<file path="src/rtl/spi_resp_pkg.sv">
// rtl/spi_resp_pkg.sv - shared constants and state encoding for the SPI mode-0 responder
package spi_resp_pkg;
   localparam int         SPI_BITS      = 8;
   localparam logic [7:0] IDLE_BYTE_DEF = 8'hFF;

   typedef enum logic {
      ST_IDLE   = 1'b0,
      ST_ACTIVE = 1'b1
   } state_t;
endpackage

</file>
<file path="src/rtl/spi_resp_sync.sv">
// rtl/spi_resp_sync.sv - multi-bit synchroniser with registered rise/fall detection
module spi_resp_sync #(
   parameter int W      = 3,
   parameter int STAGES = 2
) (
   input  logic         fclk,
   input  logic         rst_n,
   input  logic [W-1:0] i_d,
   output logic [W-1:0] o_q,
   output logic [W-1:0] o_rise,
   output logic [W-1:0] o_fall
);
   logic [W-1:0] r_stg [STAGES];
   logic [W-1:0] r_last;
   logic [W-1:0] r_rise;
   logic [W-1:0] r_fall;

   // o_q is taken from the extra stage so levels line up with the registered edges
   always_ff @(posedge fclk or negedge rst_n) begin
      if (!rst_n) begin
         for (int i = 0; i < STAGES; i++) r_stg[i] <= '0;
         r_last <= '0;
         r_rise <= '0;
         r_fall <= '0;
      end else begin
         r_stg[0] <= i_d;
         for (int i = 1; i < STAGES; i++) r_stg[i] <= r_stg[i-1];
         r_last <= r_stg[STAGES-1];
         r_rise <= r_stg[STAGES-1] & ~r_last;
         r_fall <= ~r_stg[STAGES-1] & r_last;
      end
   end

   assign o_q    = r_last;
   assign o_rise = r_rise;
   assign o_fall = r_fall;
endmodule

</file>
<file path="src/rtl/spi_resp.sv">
// rtl/spi_resp.sv - SPI mode-0 slave responder with one-byte rx/tx holders
module spi_resp
   import spi_resp_pkg::*;
#(
   parameter int         SYNC_STAGES = 2,
   parameter logic [7:0] IDLE_BYTE   = IDLE_BYTE_DEF
) (
   input  logic                fclk,
   input  logic                rst_n,
   input  logic                spi_cs_n,
   input  logic                spi_sck,
   input  logic                spi_mosi,
   output logic                spi_miso,
   output logic                spi_miso_oe,
   output logic [SPI_BITS-1:0] rx_data,
   output logic                rx_valid,
   input  logic                rx_rd,
   input  logic [SPI_BITS-1:0] tx_data,
   input  logic                tx_wr,
   output logic                tx_empty,
   output logic                frame_end,
   output logic                overrun,
   output logic                underrun,
   input  logic                clr_flags
);
   logic [2:0]          w_q;
   logic [2:0]          w_rise;
   logic [2:0]          w_fall;
   logic                w_unused_sync;
   logic                w_start;
   logic                w_active;
   logic                w_reload;
   logic                w_load;
   logic                w_done;
   logic [SPI_BITS-1:0] w_load_byte;
   logic [SPI_BITS-1:0] w_rx_next;

   state_t              r_state;
   logic [2:0]          r_bit_cnt;
   logic                r_reload;
   logic                r_seen_rise;
   logic                r_armed;
   logic [SPI_BITS-1:0] r_rx_shift;
   logic [SPI_BITS-1:0] r_tx_shift;
   logic [SPI_BITS-1:0] r_hold;
   logic                r_tx_empty;
   logic [SPI_BITS-1:0] r_rx_data;
   logic                r_rx_valid;
   logic                r_overrun;
   logic                r_underrun;
   logic                r_frame_end;
   logic                r_miso;
   logic                r_miso_oe;

   spi_resp_sync #(.W(3), .STAGES(SYNC_STAGES)) u_sync (
      .fclk   (fclk),
      .rst_n  (rst_n),
      .i_d    ({spi_mosi, spi_sck, spi_cs_n}),
      .o_q    (w_q),
      .o_rise (w_rise),
      .o_fall (w_fall)
   );

   assign w_unused_sync = ^{w_q[1], w_rise[2], w_fall[2]};

   // a cs_n rise in the same cycle as an sck edge ends the frame and drops the edge
   assign w_start     = (r_state == ST_IDLE) && w_fall[0] && r_armed;
   assign w_active    = (r_state == ST_ACTIVE) && !w_rise[0];
   assign w_reload    = w_active && w_fall[1] && r_seen_rise && r_reload;
   assign w_load      = w_start || w_reload;
   assign w_load_byte = r_tx_empty ? IDLE_BYTE : r_hold;
   assign w_rx_next   = {r_rx_shift[SPI_BITS-2:0], w_q[2]};
   assign w_done      = w_active && w_rise[1] && (r_bit_cnt == 3'd7);

   always_ff @(posedge fclk or negedge rst_n) begin
      if (!rst_n) begin
         r_state     <= ST_IDLE;
         r_bit_cnt   <= 3'd0;
         r_reload    <= 1'b0;
         r_seen_rise <= 1'b0;
         r_armed     <= 1'b0;
         r_rx_shift  <= '0;
         r_tx_shift  <= '0;
         r_hold      <= '0;
         r_tx_empty  <= 1'b1;
         r_rx_data   <= '0;
         r_rx_valid  <= 1'b0;
         r_overrun   <= 1'b0;
         r_underrun  <= 1'b0;
         r_frame_end <= 1'b0;
         r_miso      <= 1'b1;
         r_miso_oe   <= 1'b0;
      end else begin
         r_frame_end <= 1'b0;
         if (w_q[0]) r_armed <= 1'b1;
         if (rx_rd) r_rx_valid <= 1'b0;
         if (clr_flags) begin
            r_overrun  <= 1'b0;
            r_underrun <= 1'b0;
         end
         if (w_load) begin
            r_tx_shift <= w_load_byte;
            r_miso     <= w_load_byte[SPI_BITS-1];
            if (r_tx_empty) r_underrun <= 1'b1;
            else            r_tx_empty <= 1'b1;
         end
         // a write in the load cycle lands in the holder after the load has used it
         if (tx_wr) begin
            r_hold     <= tx_data;
            r_tx_empty <= 1'b0;
         end
         if (w_done) begin
            r_rx_data  <= w_rx_next;
            r_rx_valid <= 1'b1;
            if (r_rx_valid && !rx_rd) r_overrun <= 1'b1;
         end
         case (r_state)
            ST_IDLE: begin
               if (w_start) begin
                  r_state     <= ST_ACTIVE;
                  r_bit_cnt   <= 3'd0;
                  r_reload    <= 1'b0;
                  r_seen_rise <= 1'b0;
                  r_miso_oe   <= 1'b1;
               end
            end
            ST_ACTIVE: begin
               if (w_rise[0]) begin
                  r_state     <= ST_IDLE;
                  r_bit_cnt   <= 3'd0;
                  r_reload    <= 1'b0;
                  r_miso_oe   <= 1'b0;
                  r_miso      <= 1'b1;
                  r_frame_end <= 1'b1;
               end else begin
                  if (w_rise[1]) begin
                     r_rx_shift  <= w_rx_next;
                     r_bit_cnt   <= r_bit_cnt + 3'd1;
                     r_seen_rise <= 1'b1;
                     if (r_bit_cnt == 3'd7) r_reload <= 1'b1;
                  end
                  if (w_fall[1] && r_seen_rise) begin
                     if (r_reload) begin
                        r_reload <= 1'b0;
                     end else begin
                        r_tx_shift <= {r_tx_shift[SPI_BITS-2:0], 1'b0};
                        r_miso     <= r_tx_shift[SPI_BITS-2];
                     end
                  end
               end
            end
            default: r_state <= ST_IDLE;
         endcase
      end
   end

   assign spi_miso    = r_miso;
   assign spi_miso_oe = r_miso_oe;
   assign rx_data     = r_rx_data;
   assign rx_valid    = r_rx_valid;
   assign tx_empty    = r_tx_empty;
   assign frame_end   = r_frame_end;
   assign overrun     = r_overrun;
   assign underrun    = r_underrun;
endmodule

</file>
<file path="config.mk">
export PLATFORM = sky130hd
export DESIGN_NAME = spi_resp
export DESIGN_NICKNAME = d
export VERILOG_FILES = /design/src/rtl/spi_resp_pkg.sv /design/src/rtl/spi_resp_sync.sv /design/src/rtl/spi_resp.sv
export SDC_FILE = /design/constraint.sdc
export NUM_CORES = 1
export LEC_CHECK = 0
export ABC_AREA = 0
export ABC_CLOCK_PERIOD_IN_PS = 4300
export CAP_MARGIN = 20
export CORE_MARGIN = 3
export CORE_UTILIZATION = 35
export DETAILED_ROUTE_END_ITERATION = 10
export PLACE_DENSITY = 0.66
export SYNTH_ARGS = -nofsm -noshare
export SYNTH_HDL_FRONTEND = slang
export SYNTH_SLANG_ARGS = --single-unit
</file>
<file path="constraint.sdc">
create_clock -name fclk -period 4.3 [get_ports fclk]
set_input_delay 0.645 -clock fclk [delete_from_list [all_inputs] [get_ports fclk]]
set_output_delay 0.645 -clock fclk [all_outputs]
set_load 0.02 [all_outputs]
</file>
==> impl_metrics.toml <==
[route]
num_vias = 1338
routed_wl_mm = 3.61
vias_per_cell = 4.63
routedWlPerCell_um = 12.5
ant_nets = 0
first_pass_iters = 4
remaining_drc_errors = 0
drtIter0Drc = 64

[yosys]
yosys.area.top_type_share_pct = 61.2
synth_area_mm2 = 0.00225
netlist_instances = 174
synthTopCellsByArea = "dfrtp_1, mux2_4, nand2_1"
yosysUniqueCellTypes = 34
synth-warning-count = 0
yosysSeqAreaShare_pct = 63.6
synth_fp_nets = 192
avgSynthCellArea_um2 = 12.9
synth_top_area_cell = "dfrtp_1"
ys_ff_latch = 57

[place]
dp_hpwl_mm = 2.44
place_area_mm2 = 0.00260
dp_cells = 274
port_buffers = 30
gp_congestion = 0.779

[worst_setup_path]
setup.worst_path.start_class = "register"
r2r-start = "r_state$_DFF_PN0_"
cp_top_family = "flip-flops"
setup.worst_path.start = "tx_empty$_DFFE_PN1P_"
crit_fanout = 11
cp_slowest_cell = "dfstp_2"
required_ps = 3650
arrival_ps = 1590
criticalPathCategory = "reg -> out"
cp-end-kind = "output pin"
worst-path-buf-inv = 1
slowest_delay_ps = 640
worstPathCellList = "clkdlybuf4s50_1"

[cts]
cts_root_buffer = "clkbuf_8"
cts_setup_buffers = 0
cts_buffers = 9
cts_buffer_depth = 2
hold_buffers = 0
clkSinkCount = 57
insertion_delay_ps = 330
post_cts_resized = 0
htree_levels = 3
cts_tree = "built"
clkSlewWorstSetupHoldPaths_ps = 60

[power]
p_leak_nw = 1.30
cellPowerDensity_mw_per_mm2 = 449
peakVddDrop_uv = 182

[cells_and_area]
fin_util_pct = 45.5
final_nets = 228
drive_gt1_share_pct = 21.0
postLayoutCellArea_mm2 = 0.00276
mostFrequentLayoutCell = "dfrtp_1"
n_antenna_cell = 0
synthToLayoutAreaGrowth_pct = 22.8
final_cell_mix = "dfrtp_1, clkdlybuf4s50_1, nand2_1, nor3_1"
final_cells = 289

[timing]
slew_headroom_pct = 53.6
worst_clock_skew_ps = 6.17
post-route-min-period_ps = 2240
hold_ws_ps = 349
rsz0062_at_grt = "false"
final-hold-violation-count = 0
worst-slew-pin-transition_ps = 695
tns_ps = 0
finalCritPeriodShare_pct = 52.1
slew_viol_final = 0
fmax_mhz = 447
finalSetupViolCount = 0

[floorplanning]
start_util_pct = 37.1
die_h_um = 86.1
rows = 28
ios = 31
die_w_um = 86.1
die-area_mm2 = 0.00742
core-area_mm2 = 0.00606

[status]
status = "finished clean"

[worst_hold_path]
min_from = "u_sync.r_stg[5]$_DFF_PN0_"
hp-class = "reg -> reg"

[grt]
grt_start_max_net_pins = 58
grt_pass1_vias = 1373
grt_pass1_wl_mm = 6.47
antenna_found_initial = 0
grt_util_all_layers_pct = 11.3
grt_overflow_total = 0

[run]
cap_violations = 0
per-layer routing:
layer	GRT usage [%]	vias to the layer above	share of wire, %
li1	-	666	-
met5	0	-	0
met3	3.84	11	5.4
met1	15.4	634	48
met4	7.34	0	3.2
met2	15.3	27	43
metrics by stage:
| stage | power (mW) | worst slack [ps] |
|---|---|---|
| 4_1_cts | 1.26 | 2040 |
| 3_5_place_dp | 0.842 | 2400 |
| 6_report | 1.24 | 2060 |
| 2_1_floorplan | 0.777 | 2890 |
| 5_1_grt | 1.31 | 1990 |
| 3_3_place_gp | 0.834 | 2410 |
final timing paths:
kind	endpoint	slack (ps)	depth (start not counted)
setup / recovery	tx_empty	2060	1
hold / removal	u_sync.r_stg[2]$_DFF_PN0_	350	0
setup reg to reg	spi_miso$_DFF_PN1_	2780	4
hold reg to reg	u_sync.r_stg[2]$_DFF_PN0_	350	0
max in group asynchronous	u_sync.r_stg[2]$_DFF_PN0_	3390	2
min in group asynchronous	r_tx_shift[5]$_DFF_PN0_	440	2
logic make-up (layout without fill, tap and decap cells):
group	after synthesis	count (layout)	share of synthesized area, %
simple gates	68	68	16.3
flops	57	57	63.6
compound gates	20	20	6.90
mux	16	16	9.19
buf+inv	11	51	2.89
fa+ha+maj	2	2	1.11
flip-flops by register name, indices dropped and copies added (netlist names), 3 cells and up:
name	cells
r_hold	8
rx_data	8
r_rx_shift	7
r_tx_shift	7
u_sync.r_stg	6
r_bit_cnt	3
u_sync.o_q	3
cell type report:
class,instances,area [um^2]
clock buffer,11,141
clock inverter,4,20.0
fill,559,3300
inverter,5,18.8
multi-input combinational,106,753
sequential,57,1430
tap,75,93.8
timing repair buffer,31,303
power by group:
part	internal, mW	total, mW	switching (mW)
Clock	0.217	0.410	0.193
Combinational	0.0819	0.162	0.0801
Sequential	0.614	0.667	0.0536
cells in the mapped netlist:
library cell / instances
a211oi_1: 4
a211oi_2: 3
a21oi_1: 3
a22o_1: 2
and2_1: 1
and4_1: 1
buf_2: 1
buf_4: 2
buf_6: 2
clkbuf_1: 1
dfrtp_1: 55
dfstp_2: 2
ha_1: 2
inv_1: 5
mux2_2: 9
mux2_4: 7
nand2_1: 28
nand2_4: 1
nand2b_1: 2
nand2b_4: 1
nand3_1: 1
nand3b_1: 1
nand4b_4: 1
nor2_1: 10
nor2_4: 1
nor2_8: 1
nor2b_1: 4
nor3_1: 12
nor4_1: 1
o21ai_0: 5
o21ai_4: 1
o21bai_1: 1
o22ai_1: 1
or2_2: 2
Note: power is estimated with default switching activity, not from simulation.
